## src/rtl/mips_ctrl_pkg.sv

```systemverilog
// Shared encodings for the multicycle MIPS control sequencer: opcodes, functs,
// ALU op codes, FSM state and instruction class.
package mips_ctrl_pkg;

   localparam logic [5:0] OP_RTYPE = 6'h00;
   localparam logic [5:0] OP_ADDI  = 6'h08;
   localparam logic [5:0] OP_ORI   = 6'h0D;
   localparam logic [5:0] OP_LW    = 6'h23;
   localparam logic [5:0] OP_SW    = 6'h2B;
   localparam logic [5:0] OP_BEQ   = 6'h04;

   localparam logic [5:0] FN_ADD   = 6'h20;
   localparam logic [5:0] FN_SLL   = 6'h00;

   localparam logic [3:0] ALU_NOP  = 4'b0000;
   localparam logic [3:0] ALU_ORI  = 4'b0001;
   localparam logic [3:0] ALU_SLL  = 4'b0010;
   localparam logic [3:0] ALU_ADD  = 4'b0011;

   typedef enum logic [2:0] {
      ST_IDLE      = 3'd0,
      ST_DECODE    = 3'd1,
      ST_EXECUTE   = 3'd2,
      ST_MEM       = 3'd3,
      ST_WRITEBACK = 3'd4
   } state_e;

   typedef enum logic [2:0] {
      CLS_NONE = 3'd0,
      CLS_ADD  = 3'd1,
      CLS_SLL  = 3'd2,
      CLS_ADDI = 3'd3,
      CLS_ORI  = 3'd4,
      CLS_LW   = 3'd5,
      CLS_SW   = 3'd6,
      CLS_BEQ  = 3'd7
   } instr_class_e;

   // Classes whose second ALU operand is the immediate rather than rt.
   function automatic logic uses_imm(input instr_class_e cls);
      logic imm_s;
      case (cls)
         CLS_ADDI, CLS_ORI, CLS_LW, CLS_SW: imm_s = 1'b1;
         default:                           imm_s = 1'b0;
      endcase
      return imm_s;
   endfunction

   function automatic logic is_rtype(input instr_class_e cls);
      logic r_s;
      case (cls)
         CLS_ADD, CLS_SLL: r_s = 1'b1;
         default:          r_s = 1'b0;
      endcase
      return r_s;
   endfunction

endpackage

```

## src/rtl/multicycle_alu_ctrl_alu_op_decoder.sv

```systemverilog
// Combinational opcode/funct classifier. beq is only recognised when
// MULTICYCLE_ALU_CTRL_BEQ_EN is defined; otherwise opcode 6'h04 is illegal.
module alu_op_decoder
   import mips_ctrl_pkg::*;
(
   input  logic [5:0]   opcode,
   input  logic [5:0]   funct,
   output instr_class_e instr_class,
   output logic [3:0]   alu_op,
   output logic         illegal
);

   instr_class_e cls_s;

   // Opcode/funct to instruction class.
   always_comb begin
      cls_s = CLS_NONE;
      case (opcode)
         OP_RTYPE: begin
            case (funct)
               FN_ADD:  cls_s = CLS_ADD;
               FN_SLL:  cls_s = CLS_SLL;
               default: cls_s = CLS_NONE;
            endcase
         end
         OP_ADDI: cls_s = CLS_ADDI;
         OP_ORI:  cls_s = CLS_ORI;
         OP_LW:   cls_s = CLS_LW;
         OP_SW:   cls_s = CLS_SW;
`ifdef MULTICYCLE_ALU_CTRL_BEQ_EN
         OP_BEQ:  cls_s = CLS_BEQ;
`endif
         default: cls_s = CLS_NONE;
      endcase
   end

   // Class to ALU operation code.
   always_comb begin
      alu_op = ALU_NOP;
      case (cls_s)
         CLS_ADD, CLS_ADDI, CLS_LW, CLS_SW, CLS_BEQ: alu_op = ALU_ADD;
         CLS_ORI:                                   alu_op = ALU_ORI;
         CLS_SLL:                                   alu_op = ALU_SLL;
         default:                                   alu_op = ALU_NOP;
      endcase
   end

   assign instr_class = cls_s;
   assign illegal     = (cls_s == CLS_NONE);

endmodule

```

## src/rtl/multicycle_alu_ctrl.sv

```systemverilog
// Multicycle control sequencer driving the datapath ALU and memory strobes.
// Optional beq support: MULTICYCLE_ALU_CTRL_BEQ_EN.
module multicycle_alu_ctrl
   import mips_ctrl_pkg::*;
(
   input  logic        clk,
   input  logic        reset,
   input  logic        instr_valid_i,
   output logic        instr_ready_o,
   input  logic [31:0] instruction_i,
   input  logic        zero_i,
   output logic [3:0]  alu_operation_o,
   output logic [4:0]  shamt_o,
   output logic        alu_src_b_o,
   output logic        zero_ext_o,
   output logic        reg_dst_o,
   output logic        reg_write_o,
   output logic        mem_read_o,
   output logic        mem_write_o,
   output logic        mem_to_reg_o,
   output logic        branch_taken_o,
   output logic        done_o,
   output logic        illegal_o
);

   state_e       state_r;
   state_e       next_state_s;
   logic [31:0]  instr_r;
   instr_class_e cls_s;
   logic [3:0]   alu_op_s;
   logic         illegal_s;
   logic         accept_s;
   logic         alu_active_s;

   alu_op_decoder u_dec (
      .opcode      (instr_r[31:26]),
      .funct       (instr_r[5:0]),
      .instr_class (cls_s),
      .alu_op      (alu_op_s),
      .illegal     (illegal_s)
   );

   assign accept_s = instr_valid_i && (state_r == ST_IDLE);

   // State register.
   always_ff @(posedge clk or posedge reset) begin
      if (reset) begin
         state_r <= ST_IDLE;
      end else begin
         state_r <= next_state_s;
      end
   end

   // Instruction latch; only written on acceptance so later input changes are ignored.
   always_ff @(posedge clk or posedge reset) begin
      if (reset) begin
         instr_r <= 32'h0000_0000;
      end else if (accept_s) begin
         instr_r <= instruction_i;
      end else begin
         instr_r <= instr_r;
      end
   end

   // Next-state logic.
   always_comb begin
      next_state_s = state_r;
      case (state_r)
         ST_IDLE: begin
            if (accept_s) begin
               next_state_s = ST_DECODE;
            end else begin
               next_state_s = ST_IDLE;
            end
         end
         ST_DECODE: begin
            if (illegal_s) begin
               next_state_s = ST_IDLE;
            end else begin
               next_state_s = ST_EXECUTE;
            end
         end
         ST_EXECUTE: begin
            case (cls_s)
               CLS_LW, CLS_SW: next_state_s = ST_MEM;
               CLS_BEQ:        next_state_s = ST_IDLE;
               default:        next_state_s = ST_WRITEBACK;
            endcase
         end
         ST_MEM: begin
            if (cls_s == CLS_LW) begin
               next_state_s = ST_WRITEBACK;
            end else begin
               next_state_s = ST_IDLE;
            end
         end
         ST_WRITEBACK: next_state_s = ST_IDLE;
         default:      next_state_s = ST_IDLE;
      endcase
   end

   assign alu_active_s = (state_r == ST_EXECUTE) || (state_r == ST_MEM) ||
                         (state_r == ST_WRITEBACK);

   // Moore outputs from state and latched instruction (branch also looks at zero_i).
   always_comb begin
      instr_ready_o   = 1'b0;
      alu_operation_o = ALU_NOP;
      shamt_o         = 5'd0;
      alu_src_b_o     = 1'b0;
      zero_ext_o      = 1'b0;
      reg_dst_o       = 1'b0;
      reg_write_o     = 1'b0;
      mem_read_o      = 1'b0;
      mem_write_o     = 1'b0;
      mem_to_reg_o    = 1'b0;
      branch_taken_o  = 1'b0;
      done_o          = 1'b0;
      illegal_o       = 1'b0;

      if (alu_active_s) begin
         alu_operation_o = alu_op_s;
         alu_src_b_o     = uses_imm(cls_s);
         zero_ext_o      = (cls_s == CLS_ORI);
         if (cls_s == CLS_SLL) begin
            shamt_o = instr_r[10:6];
         end else begin
            shamt_o = 5'd0;
         end
      end else begin
         alu_operation_o = ALU_NOP;
      end

      case (state_r)
         ST_IDLE:   instr_ready_o = 1'b1;
         ST_DECODE: illegal_o     = illegal_s;
         ST_EXECUTE: begin
            if (cls_s == CLS_BEQ) begin
`ifdef MULTICYCLE_ALU_CTRL_BEQ_EN
               branch_taken_o = zero_i;
`else
               branch_taken_o = 1'b0;
`endif
               done_o = 1'b1;
            end else begin
               done_o = 1'b0;
            end
         end
         ST_MEM: begin
            mem_read_o  = (cls_s == CLS_LW);
            mem_write_o = (cls_s == CLS_SW);
            done_o      = (cls_s == CLS_SW);
         end
         ST_WRITEBACK: begin
            reg_write_o  = 1'b1;
            reg_dst_o    = is_rtype(cls_s);
            mem_to_reg_o = (cls_s == CLS_LW);
            done_o       = 1'b1;
         end
         default: instr_ready_o = 1'b0;
      endcase
   end

endmodule

```

## config.mk

```make
export PLATFORM = sky130hd
export DESIGN_NAME = multicycle_alu_ctrl
export DESIGN_NICKNAME = d
export VERILOG_FILES = /design/src/rtl/mips_ctrl_pkg.sv /design/src/rtl/multicycle_alu_ctrl_alu_op_decoder.sv /design/src/rtl/multicycle_alu_ctrl.sv
export SDC_FILE = /design/constraint.sdc
export NUM_CORES = 1
export LEC_CHECK = 0
export ABC_AREA = 1
export BUFFER_PORTS_ARGS = -buffer_cell sky130_fd_sc_hd__buf_2
export CAP_MARGIN = 20
export CORE_ASPECT_RATIO = 1.75
export CORE_MARGIN = 2
export CORE_UTILIZATION = 45
export CTS_BUF_LIST = sky130_fd_sc_hd__clkbuf_4 sky130_fd_sc_hd__clkbuf_8 sky130_fd_sc_hd__clkbuf_16
export DETAILED_ROUTE_END_ITERATION = 6
export GPL_TIMING_DRIVEN = 0
export PLACE_DENSITY = 0.79
export SLEW_MARGIN = 20
export SYNTH_ARGS = -nofsm -noshare
export SYNTH_HDL_FRONTEND = slang
export SYNTH_SLANG_ARGS = --single-unit
```

## constraint.sdc

```tcl
create_clock -name clk -period 1.5 [get_ports clk]
set_clock_uncertainty 0.05 [all_clocks]
set_input_delay 0.15 -clock clk [delete_from_list [all_inputs] [get_ports clk]]
set_output_delay 0.15 -clock clk [all_outputs]
set_load 0.1 [all_outputs]
```

==> metrics <==
Peak supply drop=0.00119 V; Net Switching=1.58 mW; total wirelength of the detailed-routed design=5180 µm; Met2 Wirelength=2840 µm; count of final hold-check violations=0; final RePlAce weighted congestion=0.798; Finish-stage setup viols=18; cell with the most instances after synthesis=nor2_1; Max-cap violations=0; EDFF count, synth=0; Max Fclk=484 MHz; sw frac=48.4%; count of buffers from port buffering=36; clock buffers created by TritonCTS=3; clock transition at the registers of the reported paths=70 ps; relative slew slack=48.0%; main flop type after synthesis=dfrtp_1; io pins=56; post-synthesis instance area=1140 µm²; residual overflow from global routing=0; ratio of routed vias to standard cells=5.83; count of buffer and inverter cells on the critical path=2; violations in the final reports=setup timing; share of synthesized area occupied by flip-flops and latches=43.9%; leakage power figure=0.975 nW; required time of the critical path=1300 ps; capturing point of the worst reg2reg path=state_r[1]; length of routed wiring on met1=1560 µm; clock net sink count=20; Std-Cell Rows=24; iteration count of the initial detailed-routing pass=4; Power per Cell Area=1480 nW/µm²; max-slew violations=0; dominant cell type by count on the critical path=nor2_4; top area cells in the synthesized netlist=dfrtp_1 44%, nor2_1 9.5%, mux2_2 7.9%; average instance area after synthesis=8.64 µm²; count of inserted antenna diode cells=0; DRC Markers=0; Core Region=2460 µm²; DIE AREA=2970 µm²; FF+latch count, synth=20; maximum number of buffers from clock root to sink=2; clock tree from TritonCTS=yes; Synth async-reset ratio=100%; number of global-route vias before repair=1397; total global-route track usage=32.1%; type of the most critical hold path=in -> reg; WS Path Type=reg -> out; wire length of the first global-routing pass=6860 µm; result of the run=complete, but fails checks; sum of negative setup slack=-6700 ps; most common library cells after synthesis=29 x nor2_1, 20 x dfrtp_1, 15 x inv_1; leading area contributor after synthesis=dfrtp_1; highest metal used=met4; cell area reported after detailed placement=1560 µm²; critical path cell sequence=nor2_4 -> buf_4 -> nand3_1 -> nor2_2 -> nor2_4 -> a21oi_4 -> buf_12; Fill cells=92; Chip Height=70.6 µm; antenna viol nets, final=0; maximum cell stage delay along the critical path=450 ps; relative contribution of the clock network to total power=10.9%; Worst Setup End Kind=primary output; number of stages on the worst hold path=2; worst reg2reg path startpoint=instr_r[30]; internal power=1.69 mW; fraction of power consumed by combinational cells=59.2%; area overhead of the layout relative to synthesis=93.2%; arrival time at the worst endpoint=1870 ps; R2R Setup Slk=-30 ps; Final period util=138%; CP delay by family, top=simple AND/OR/NAND/NOR gates; vias after detailed routing=1300; CP max FO=4; cells after synthesis=132; slew at the pin with the worst max-slew slack=780 ps; type of element launching the critical path=flop; routed wire length per instance=23.2 µm; H-tree lvl count=1; Yosys top cell area share=43.9%; count of distinct cell types in the synthesized netlist=20; post-route setup slack=-567 ps; CTS Root Cell=clkbuf_8; sequential group share of total power=29.9%; post-route cell area=2200 µm²; Horiz. Die Dim=42.1 µm; HPWL reported at the end of detailed placement=2140 µm; unrepaired setup endpoints after global routing=yes; Worst Min Path Start=instruction_i[4]; fraction of final layout cells with drive strength greater than 1=70.1%; drt initial violations=29; Yosys warning count=0; depth of the worst register-to-register path=8; initial cell density of the core=46.3%; endpoint with the worst hold slack=instr_r[4]; number of antenna violations at the first check in global routing=0; Met3 Wirelength=274 µm; shortest period the worst path allows=2070 ps; clock latency at the later pin of the worst-skew pair=260 ps; Final Net Count=235; largest net degree at the start of global routing=21; highest-delay cell along the critical path=dfrtp_2
registers in the layout, summed over array words and instances (netlist names):
name     count
instr_r     17
state_r      3
metrics by stage:
stage	power (mW)	utilization (%)	cells	setup WS [ps]	hold WS [ps]
floorplan	1.99	-	134	-915	63.8
global placement	2.14	63.4	196	-375	252
detailed placement	2.19	63.4	196	-440	277
CTS	2.95	85.7	217	-400	68.0
global route	3.39	89.5	223	-592	60.1
finish	3.27	89.5	223	-567	68.0
worst register-to-register path, cell delays in order (launching register included):
cell and delay (ps):
dfrtp_2 450, nor2_4 220, buf_4 150, nand3_1 90, nor2_2 200, nor2_4 100
nand3_4 80, nand2_1 60, nand2_1 70
layout by cell type, fill, tap and decap left out, types with 2 or more instances in the layout:
| master | instances |
|---|---|
| nand2_1 | 6 |
| inv_2 | 6 |
| dfrtp_1 | 16 |
| clkbuf_8 | 3 |
| inv_1 | 8 |
| conb_1 | 3 |
| a21oi_2 | 9 |
| mux2_2 | 8 |
| buf_2 | 19 |
| nand3_4 | 5 |
| buf_12 | 18 |
| nor2_2 | 3 |
| dfrtp_2 | 4 |
| buf_6 | 10 |
| nand2_2 | 3 |
| a21oi_4 | 3 |
| nor2_4 | 13 |
| inv_4 | 3 |
| nor3_4 | 5 |
| nand2_4 | 2 |
| nand3_1 | 4 |
| nor2_1 | 14 |
| nand4_1 | 2 |
| o21ai_0 | 2 |
| buf_4 | 16 |
| nor3_1 | 2 |
cell type report:
| cell class | count | area (µm²) | area share, % |
|---|---|---|---|
| Multi-Input combinational cell | 90 | 825 | 37.4 |
| Timing Repair Buffer | 60 | 656 | 29.7 |
| Sequential cell | 20 | 505 | 22.9 |
| Inverter | 19 | 87.6 | 3.97 |
| Buffer | 5 | 57.6 | 2.61 |
| Clock buffer | 3 | 41.3 | 1.87 |
| Tap cell | 26 | 32.5 | 1.48 |
kinds of logic after synthesis:
group	Yosys count	share of synthesized area, %
flip-flops	20	43.9
buffers and inverters	24	10.2
other	1	0.329
AND/OR/NAND/NOR	63	27.2
AO/OA/AOI/OAI	16	10.5
multiplexers	8	7.90
power groups by stage:
stage | logic, mW | clock network, mW | registers, mW
floorplan | 1.11 | 0 | 0.878
global placement | 1.24 | 0 | 0.899
detailed placement | 1.28 | 0 | 0.913
CTS | 1.65 | 0.360 | 0.939
global route | 2.02 | 0.385 | 0.991
finish | 1.93 | 0.358 | 0.976
per-layer routing:
metal / GRT usage (%) / vias up
met5: 0 / -
met4: 25.7 / 0
met3: 6.38 / 42
met2: 57.3 / 78
met1: 30.7 / 631
li1: - / 549
how the worst max path moves through the flow:
stage	endpoint	cells past startpoint	slack (ps)	startpoint
6_report	alu_operation_o[0]	7	-570	instr_r[30]
5_1_grt	mem_write_o	6	-590	instr_r[30]
4_1_cts	mem_write_o	7	-400	instr_r[30]
3_5_place_dp	alu_src_b_o	7	-440	state_r[1]
3_3_place_gp	alu_src_b_o	7	-370	state_r[1]
2_1_floorplan	shamt_o[0]	5	-910	state_r[1]
repair_timing:
action / in CTS / in global routing
setup endpoints to repair: 17 / 17
setup buffers: 17 / 8
pin swaps: 22 / 14
hold buffers: 1 / 0
endpoints found under the hold margin: 20 / 0
gates resized for setup: 96 / 12
Note: power is estimated with default switching activity, not from simulation.
